--- config.mk ---
export PLATFORM = sky130hd
export DESIGN_NAME = typewriter_feeder
export DESIGN_NICKNAME = d
export VERILOG_FILES = /design/src/rtl/typewriter_pkg.sv /design/src/rtl/typewriter_feeder_sync_fifo.sv /design/src/rtl/typewriter_feeder.sv
export SDC_FILE = /design/constraint.sdc
export NUM_CORES = 1
export LEC_CHECK = 0
export BUFFER_PORTS_ARGS = -buffer_cell sky130_fd_sc_hd__buf_2
export CAP_MARGIN = 20
export CORE_UTILIZATION = 60
export DETAILED_ROUTE_END_ITERATION = 8
export PLACE_DENSITY = 0.78
export SLEW_MARGIN = 20
export SYNTH_ARGS = -nofsm -noshare
export SYNTH_HDL_FRONTEND = slang
export SYNTH_SLANG_ARGS = --single-unit
--- constraint.sdc ---
create_clock -name clk -period 3.7 [get_ports clk]
set_clock_uncertainty 0.05 [all_clocks]
set_input_delay 0.185 -clock clk [delete_from_list [all_inputs] [get_ports clk]]
set_output_delay 0.185 -clock clk [all_outputs]
set_load 0.1 [all_outputs]
--- src/rtl/typewriter_pkg.sv ---
// Shared types and constants for the typewriter feeder.
// Optional macro used by the feeder: TYPEWRITER_FEEDER_DOT_MERGE_EN.
package typewriter_pkg;

    typedef enum logic [1:0] {
        IDLE,
        SETUP,
        PULSE,
        GAP
    } feeder_state_t;

    localparam logic [7:0] ASCII_SPACE = 8'h20;
    localparam logic [7:0] ASCII_DOT   = 8'h2E;

    function automatic int max_int(input int a, input int b);
        return (a > b) ? a : b;
    endfunction

endpackage

--- src/rtl/typewriter_feeder_sync_fifo.sv ---
// Power-of-two synchronous FIFO with single or double pop and a head+1 peek.
// Pointers carry one extra wrap bit so level is a plain subtraction.
module sync_fifo #(
    parameter int DATA_W = 8,
    parameter int DEPTH  = 8
) (
    input  logic                     i_clk,
    input  logic                     i_rst,
    input  logic                     i_push,
    input  logic [DATA_W-1:0]        i_wdata,
    input  logic                     i_pop,
    input  logic                     i_pop2,
    output logic [DATA_W-1:0]        o_head,
    output logic [DATA_W-1:0]        o_next,
    output logic                     o_full,
    output logic                     o_empty,
    output logic [$clog2(DEPTH):0]   o_level
);

    localparam int AW = $clog2(DEPTH);
    localparam int PW = AW + 1;

    logic [DATA_W-1:0] r_mem [DEPTH];
    logic [PW-1:0]     r_wr;
    logic [PW-1:0]     r_rd;
    logic [AW-1:0]     w_rd_idx;
    logic [AW-1:0]     w_nx_idx;
    logic [PW-1:0]     w_rd_step;

    assign w_rd_idx  = r_rd[AW-1:0];
    assign w_nx_idx  = w_rd_idx + AW'(1);
    assign w_rd_step = PW'(i_pop) + PW'(i_pop2);

    assign o_head  = r_mem[w_rd_idx];
    assign o_next  = r_mem[w_nx_idx];
    assign o_level = r_wr - r_rd;
    assign o_empty = (r_wr == r_rd);
    assign o_full  = (o_level == PW'(DEPTH));

    always_ff @(posedge i_clk) begin
        if (i_push) begin
            r_mem[r_wr[AW-1:0]] <= i_wdata;
        end
    end

    always_ff @(posedge i_clk or posedge i_rst) begin
        if (i_rst) begin
            r_wr <= '0;
            r_rd <= '0;
        end else begin
            if (i_push) begin
                r_wr <= r_wr + PW'(1);
            end
            r_rd <= r_rd + w_rd_step;
        end
    end

endmodule

--- src/rtl/typewriter_feeder.sv ---
// Paces buffered ASCII bytes onto the typewriter char/dp/shift inputs.
// Define TYPEWRITER_FEEDER_DOT_MERGE_EN to fold a following '.' into out_dp.
module typewriter_feeder
    import typewriter_pkg::*;
#(
    parameter int FIFO_DEPTH   = 8,
    parameter int GAP_CYCLES   = 100000,
    parameter int PULSE_CYCLES = 1
) (
    input  logic                          clk,
    input  logic                          reset,
    input  logic                          in_valid,
    input  logic [7:0]                    in_char,
    output logic                          in_ready,
    output logic [7:0]                    out_char,
    output logic                          out_dp,
    output logic                          out_shift,
    output logic                          busy,
    output logic [$clog2(FIFO_DEPTH):0]   level
);

    localparam int LVL_W = $clog2(FIFO_DEPTH) + 1;
    localparam int CNT_W = $clog2(max_int(GAP_CYCLES, PULSE_CYCLES) + 1);

    feeder_state_t     r_state;
    logic [CNT_W-1:0]  r_cnt;
    logic [7:0]        r_char;
    logic              r_dp;
    logic              r_shift;

    logic              w_push;
    logic              w_pop;
    logic              w_merge;
    logic [7:0]        w_head;
    logic [7:0]        w_next;
    logic              w_full;
    logic              w_empty;
    logic [LVL_W-1:0]  w_level;

    assign w_push = in_valid && !w_full;
    assign w_pop  = (r_state == IDLE) && !w_empty;

`ifdef TYPEWRITER_FEEDER_DOT_MERGE_EN
    // Only a non-dot head may absorb the dot behind it; the dot must already be stored.
    assign w_merge = w_pop && (w_head != ASCII_DOT) && (w_next == ASCII_DOT)
                     && (w_level >= LVL_W'(2));
`else
    logic w_unused_next;
    assign w_unused_next = ^w_next;
    assign w_merge       = 1'b0;
`endif

    sync_fifo #(
        .DATA_W (8),
        .DEPTH  (FIFO_DEPTH)
    ) u_fifo (
        .i_clk   (clk),
        .i_rst   (reset),
        .i_push  (w_push),
        .i_wdata (in_char),
        .i_pop   (w_pop),
        .i_pop2  (w_merge),
        .o_head  (w_head),
        .o_next  (w_next),
        .o_full  (w_full),
        .o_empty (w_empty),
        .o_level (w_level)
    );

    always_ff @(posedge clk or posedge reset) begin
        if (reset) begin
            r_state <= IDLE;
            r_cnt   <= '0;
            r_char  <= ASCII_SPACE;
            r_dp    <= 1'b0;
            r_shift <= 1'b0;
        end else begin
            case (r_state)
                IDLE: begin
                    if (w_pop) begin
                        r_char  <= w_head;
                        r_dp    <= w_merge;
                        r_cnt   <= '0;
                        r_state <= SETUP;
                    end
                end
                SETUP: begin
                    r_shift <= 1'b1;
                    r_cnt   <= CNT_W'(PULSE_CYCLES - 1);
                    r_state <= PULSE;
                end
                PULSE: begin
                    if (r_cnt == '0) begin
                        r_shift <= 1'b0;
                        r_cnt   <= CNT_W'(GAP_CYCLES - 1);
                        r_state <= GAP;
                    end else begin
                        r_cnt <= r_cnt - CNT_W'(1);
                    end
                end
                GAP: begin
                    if (r_cnt == '0) begin
                        r_state <= IDLE;
                    end else begin
                        r_cnt <= r_cnt - CNT_W'(1);
                    end
                end
                default: begin
                    r_state <= IDLE;
                end
            endcase
        end
    end

    assign in_ready  = !w_full;
    assign out_char  = r_char;
    assign out_dp    = r_dp;
    assign out_shift = r_shift;
    assign busy      = (r_state != IDLE) || !w_empty;
    assign level     = w_level;

endmodule
==> impl_results.md, run 1 <==
- Post-route setup slack: ~0.65 ns
- Summed area of non-filler cells in the final layout: about 5000 um2
- Via count of the first global-routing pass: 2694
- Maximum cell stage delay along the critical path: roughly 0.65 ns
- WP data required: between 3 and 4 ns
- Async S/R FF share, synth: 0.360
- Placed cell areas: 4780 um2
- MaxCap Viol Count: 0
- Via density per instance: ~6
- Critical path type: reg -> out
- First-pass iteration count of the detailed router: 6
- Critical path cell sequence: inv_2 -> ha_1 -> and3_1 -> and3_1 -> inv_1 -> buf_2
- Share of synthesized area occupied by flip-flops and latches: 0.629
- Kind of start point of the critical path: flop
- Status: complete, but fails checks
- Post-DP HPWL: between 5000 and 6000 um
- Worst path most repeated cell: and3_1
- Tightest slew margin relative to the limit: 0.505
- Post-placement setup slack: roughly 0.80 ns
- Mapped cell area: approximately 4500 um2
- Worst R2R Start: u_fifo.r_rd[2]$_DFF_PP0_
- Hold violation total from the final report: 0
- Area of the core region: about 7300 um2
- Total length of routed wires: 8340 um
- Floorplan row count: 31
- Global-route track usage on met2: 0.417
- RSZ-0062 raised after global routing: no
- Met3 GRT Util: 0.0569
- Residual antenna-violating net count after detailed routing: 0
- Maximum number of pins on one net before global-route repair: 37
- Vias: 2724
- Initial Util: 0.619
- Met1 GRT Util: 0.294
- Maximum clock path buffer count: 2
- Synth Register Bits: 100
- Worst-path maximum fanout: 21
- RD Place Congestion: 0.879
- Violated checks: design-rule violations
- TritonCTS clock tree: done
- Post-route DRC violation count: 2
- GRT Max-Usage Layer: met2
- Hold path startpoint: in_char[4]
- Ant diodes: 0
- PortBufs: 25
- Min Clock Period, post-route: about 3.0 ns
- Kind of end point of the critical path: output pin
- Overall die height: around 90 um
- Crit path max-delay cell type: and3_1
- Top Family by Delay on Critical Path: simple AND/OR/NAND/NOR gates
- Wire length per cell: 18.4 um
- Origin of the worst setup path: u_fifo.r_rd[2]$_DFF_PP0_
- Area enclosed by the die boundary: 7840 um2
- Clock slew seen by the registers of the worst setup and hold paths: about 0.1 ns
- Area grow syn2layout: 10.7%
- Count of boundary I/O pins: 27
- Syn nets: between 300 and 400
- Primary flip-flop cell chosen by synthesis mapping: edfxtp_1
- Remaining global-route overflow: 0
- Final number of setup-violating endpoints: 0
- CTS Buf Count: 9
- Number of warnings issued by yosys: 0
- Global-route wire length before repair: 13400 um
- Initial antenna violation count: 0
- Final Core Density: 0.686
- Data arrival at the endpoint of the critical path: approximately 2.8 ns
- Number of distinct library cells after synthesis: 56
- Root Buffer: clkbuf_8
- Post-Syn Instances: approximately 310
- Htree depth: 3
- Post-synth EDFFs: 64
- Die X-Extent: roughly 90 um
- Post-synthesis area per instance: 14.3 um2
- Total routing usage reported by global routing: 0.237
- Max Slew Vio Count: 0
- Maximum operating frequency: 328 MHz
- Share of final-layout standard cells stronger than drive strength 1: 0.234
- Period utilization: 0.823
- Total number of nets in the final design: between 300 and 400
- CTS sink count: 100
- Slew at the pin closest to its max-slew limit: 0.743 ns
- PostCTS Resize Cnt: 0
- Starting DRC count in detailed routing: roughly 150
- Clock Latency Late Sink: ~0.36 ns
- Buf+Inv Stages, Crit Path: 3
- Type of the worst min-delay path: in -> reg
layout by cell type, fill, tap and decap left out, types with 5 or more instances in the layout:
cell type	Yosys	final
edfxtp_1	64	64
dfrtp_1	35	35
buf_2	3	25
o21ai_0	22	22
nand2_1	19	19
mux4_2	16	16
nor2_1	14	14
inv_1	13	13
ha_1	11	11
clkbuf_8	0	9
buf_4	1	9
a21oi_1	8	8
mux2i_1	8	8
nand3_1	7	7
o211ai_1	7	7
xnor2_1	6	6
o31ai_1	6	6
nor3_1	5	5
nor4_1	5	5
what timing repair did:
action	4_1_cts	5_1_grt
setup endpoints to repair	0	0
buffers inserted	0	0
hold endpoints to repair	35	0
hold buffers	1	0
final timing paths:
path,end,slack (ns),cells past startpoint
min in group asynchronous,u_fifo.r_wr[0]$_DFFE_PP0P_,0.42,4
max in group asynchronous,out_char[5]$_DFFE_PP1P_,2.83,4
hold reg to reg,out_char[2]$_DFFE_PP0P_,0.44,2
setup reg to reg,u_fifo.r_mem[6][5]$_DFFE_PP_,0.77,7
hold / removal,u_fifo.r_mem[7][4]$_DFFE_PP_,0.05,1
setup / recovery,busy,0.65,6
sequential cells by signal (all words and copies together), names as in the netlist:
name / flops
r_cnt: 17
out_char: 8
out_shift: 1
u_fifo.r_mem: 64
u_fifo.r_rd: 4
r_state: 2
u_fifo.r_wr: 4
through the flow:
step / setup TNS (ns) / std cells / hold WS (ns)
2_1_floorplan: -0.324 / 314 / 0.234
5_1_grt: 0 / 453 / 0.0420
6_report: 0 / 453 / 0.0548
3_5_place_dp: 0 / 436 / 0.266
4_1_cts: 0 / 453 / 0.0420
3_3_place_gp: 0 / 436 / 0.261
cell usage after synthesis (all sizes together), types with 2 or more instances:
cell type,number,share of area
xor2,3,0.0058
nand3,8,0.010
nand2,19,0.016
mux2,2,0.0050
mux4,16,0.080
or4b,2,0.0053
a21boi,2,0.0033
or3,4,0.0056
o31ai,6,0.010
a211o,2,0.0039
clkbuf,6,0.0050
and3,2,0.0028
o21ai,25,0.028
a21oi,8,0.0089
a31oi,2,0.0028
o311ai,2,0.0039
dfrtp,35,0.19
mux2i,8,0.018
ha,11,0.031
nor3b,4,0.0067
or2,3,0.0042
o41ai,3,0.0075
nor4,6,0.0097
nor2,16,0.014
o211ai,7,0.012
nor3,6,0.0078
buf,5,0.0058
edfxtp,64,0.43
inv,14,0.012
nor4b,2,0.0072
or4,4,0.0075
xnor2,6,0.012
metal layers:
metal  wire, um  part of all wire
met5          0                 0
met4        144             0.017
met3        322             0.039
met2       4400              0.53
met1       3470              0.42
final cells by class:
cell class	instances	area (um2)
multi-input cells	189	1590
clock buffers	9	124
flip-flops and latches	100	2820
clock inverters	7	58.8
repair buffers	35	203
inverters	14	52.6
well taps	99	124
fillers	532	2280
logic make-up (layout without fill, tap and decap cells):
group | Yosys count | count (layout) | synth area share
adders and majority gates | 12 | 12 | 0.0351
buffers and inverters | 25 | 65 | 0.0226
and+or+nand+nor | 79 | 79 | 0.103
AOI/OAI and AO/OA | 62 | 62 | 0.0894
xor gates and xnor gates | 9 | 9 | 0.0175
DFF | 100 | 100 | 0.629
other | 1 | 1 | 0.000835
muxes | 26 | 26 | 0.103
Power of run 1 is left out: the tool's default activity adds up to more than one toggle a clock period on the data nets, which glitch-free logic cannot reach.
==> run 2: changes to the inputs <==
clock period = 3.05 ns   (was 3.7 ns; I/O delays follow)
==> run 2 against run 1 <==
Compared with the run above: the run now ends clean; utilization increased by 0.97 points; worst hold slack got worse by 0.037 ns; via count rose by 0.95%; sequential share of layout area shrank 0.79 points; critical path type unchanged; largest cell class unchanged.
==> impl_results.md, run 2 (same netlist as run 1, synthesis figures left out) <==
- Hold Crit Depth: 1 (unchanged)
- Tightest slew margin relative to the limit: 0.516 (+0.0111)
- Area enclosed by the die boundary: 7840 um2 (unchanged)
- Area of the core region: 7250 um2 (unchanged)
- Top library cells by usage in the layout, fill and taps aside: edfxtp_1, dfrtp_1, buf_2
- Share of final-layout standard cells stronger than drive strength 1: 0.264 (+0.0296)
- Residual antenna-violating net count after detailed routing: 0 (unchanged)
- WP data required: 2.85 ns (-0.61 ns)
- Via count of the first global-routing pass: 2698 (+0.15%)
- Placed Cells incl. Taps: 437 (+0.23%)
- Overall die height: 88.5 um (unchanged)
- Wire length per cell: 19.2 um (+4.3%)
- Total length of routed wires: 8730 um (+4.7%)
- Worst R2R Start: u_fifo.r_rd[2]$_DFF_PP0_
- First-pass iteration count of the detailed router: 5 (-1)
- Root Buffer: clkbuf_8
- Most common cell after layout, fill and taps aside: edfxtp_1
- Buf+Inv Stages, Crit Path: 3 (unchanged)
- Initial Util: 0.619 (unchanged)
- Count of boundary I/O pins: 27 (unchanged)
- Total routing usage reported by global routing: 0.249 (+0.0118)
- Type of the worst min-delay path: in -> reg
- Remaining global-route overflow: 0 (unchanged)
- Post-route setup slack: 0.181 ns (-0.474 ns)
- MaxCap Viol Count: 0 (unchanged)
- Clock Latency Late Sink: 0.37 ns (about the same)
- PostCTS Resize Cnt: 0 (unchanged)
- RD Place Congestion: 0.868 (-1.2%)
- Post-DP HPWL: 6040 um (+3.4%)
- Worst-path maximum fanout: 6 (-71%)
- Hold path startpoint: in_char[5]
- Floorplan row count: 31 (unchanged)
- Maximum clock path buffer count: 2 (unchanged)
- Maximum operating frequency: between 300 and 400 MHz
- Post-route DRC violation count: 0 (-2)
- Critical path type: reg -> out
- Min Clock Period, post-route: roughly 2.9 ns
- Hold violation total from the final report: 0 (unchanged)
- Ant diodes: 0 (unchanged)
- Critical path cell sequence: inv_2 -> ha_1 -> inv_1 -> fa_2 -> xor2_4 -> or3_4 -> or2_2 -> buf_2
- Maximum cell stage delay along the critical path: 0.44 ns (-0.21 ns)
- Terminating pin of the worst hold path: u_fifo.r_mem[3][5]$_DFFE_PP_
- Die X-Extent: 88.5 um (unchanged)
- Global-route wire length before repair: 13900 um (+3.5%)
- Via density per instance: 6.04 (+0.51%)
- PortBufs: 25 (unchanged)
- Worst-case register-to-register setup slack: 0.25 ns (-0.52 ns)
- Depth of the worst register-to-register path: 7 (unchanged)
- Starting DRC count in detailed routing: 228 (+50%)
- Kind of start point of the critical path: flop
- Crit path max-delay cell type: dfrtp_1
- Filler instances: 492 (-7.5%)
- Area grow syn2layout: 12.3%
- TritonCTS clock tree: done
- Status: finished, final reports clean
- Slew at the pin closest to its max-slew limit: 0.723 ns (-0.0198 ns)
- Max Slew Vio Count: 0 (unchanged)
- Vias: 2750 (+0.95%)
- Total number of nets in the final design: 374 (+0.54%)
- Htree depth: 3 (unchanged)
- Final number of setup-violating endpoints: 0 (unchanged)
- Period utilization: 0.941
- Initial antenna violation count: 0 (unchanged)
- Worst reg2reg path endpoint: u_fifo.r_mem[5][4]$_DFFE_PP_
- CTS Buf Count: 9 (unchanged)
- Post-placement setup slack: 0.0955 ns (-0.701 ns)
- CTS sink count: 100 (unchanged)
- RSZ-0062 raised after global routing: yes
- Number of flip-flops under the largest register name: 64 (unchanged)
- Clock slew seen by the registers of the worst setup and hold paths: 0.10 ns (about the same)
- Non-filler cells, final: 455 (+0.44%)
- Maximum number of pins on one net before global-route repair: 37 (unchanged)
- Kind of end point of the critical path: output pin
- Data arrival at the endpoint of the critical path: 2.67 ns (-0.14 ns)
- Top Family by Delay on Critical Path: simple AND/OR/NAND/NOR gates
-- run 2: final cells by class --
class,count,area [um2],share of cell area
clock buffer,10,128,0.0253
multi-input combinational,189,1650,0.326
sequential,100,2820,0.560
inverter,14,52.6,0.0104
tap,99,124,0.0246
clock inverter,6,53.8,0.0107
timing repair buffer,37,218,0.0432
-- run 2: worst max path at each step --
stage | start | end | cells after the start
2_1_floorplan | u_fifo.r_wr[0]$_DFFE_PP0P_ | u_fifo.r_mem[2][0]$_DFFE_PP_ | 8
3_3_place_gp | u_fifo.r_wr[0]$_DFFE_PP0P_ | u_fifo.r_mem[6][0]$_DFFE_PP_ | 8
3_5_place_dp | u_fifo.r_wr[0]$_DFFE_PP0P_ | u_fifo.r_mem[6][1]$_DFFE_PP_ | 8
4_1_cts | u_fifo.r_wr[0]$_DFFE_PP0P_ | u_fifo.r_mem[6][1]$_DFFE_PP_ | 8
5_1_grt | u_fifo.r_rd[2]$_DFF_PP0_ | u_fifo.r_mem[5][3]$_DFFE_PP_ | 7
6_report | u_fifo.r_wr[0]$_DFFE_PP0P_ | in_ready | 8
-- run 2: layer usage --
layer	track usage	routed length [um]
met2	0.382	4340
met5	0	0
met4	0.103	134
met3	0.0438	525
met1	0.358	3730
-- run 2: what timing repair did --
action	4_1_cts	5_1_grt
setup endpoints to repair	0	20
hold endpoints to repair	35	0
hold buffers	1	0
setup buffers	0	1
-- run 2: stage by stage --
| step | TNS [ns] | util | hold slack [ns] | instance area (um2) |
|---|---|---|---|---|
| 2_1_floorplan | 0 | - | 0.201 | 4590 |
| 3_3_place_gp | 0 | 0.668 | 0.241 | 4850 |
| 3_5_place_dp | 0 | 0.668 | 0.245 | 4850 |
| 4_1_cts | 0 | 0.694 | 0.0131 | 5040 |
| 5_1_grt | -0.229 | 0.696 | 0.0104 | 5040 |
| 6_report | 0 | 0.696 | 0.0182 | 5040 |
Power of run 2 is left out for the same reason.
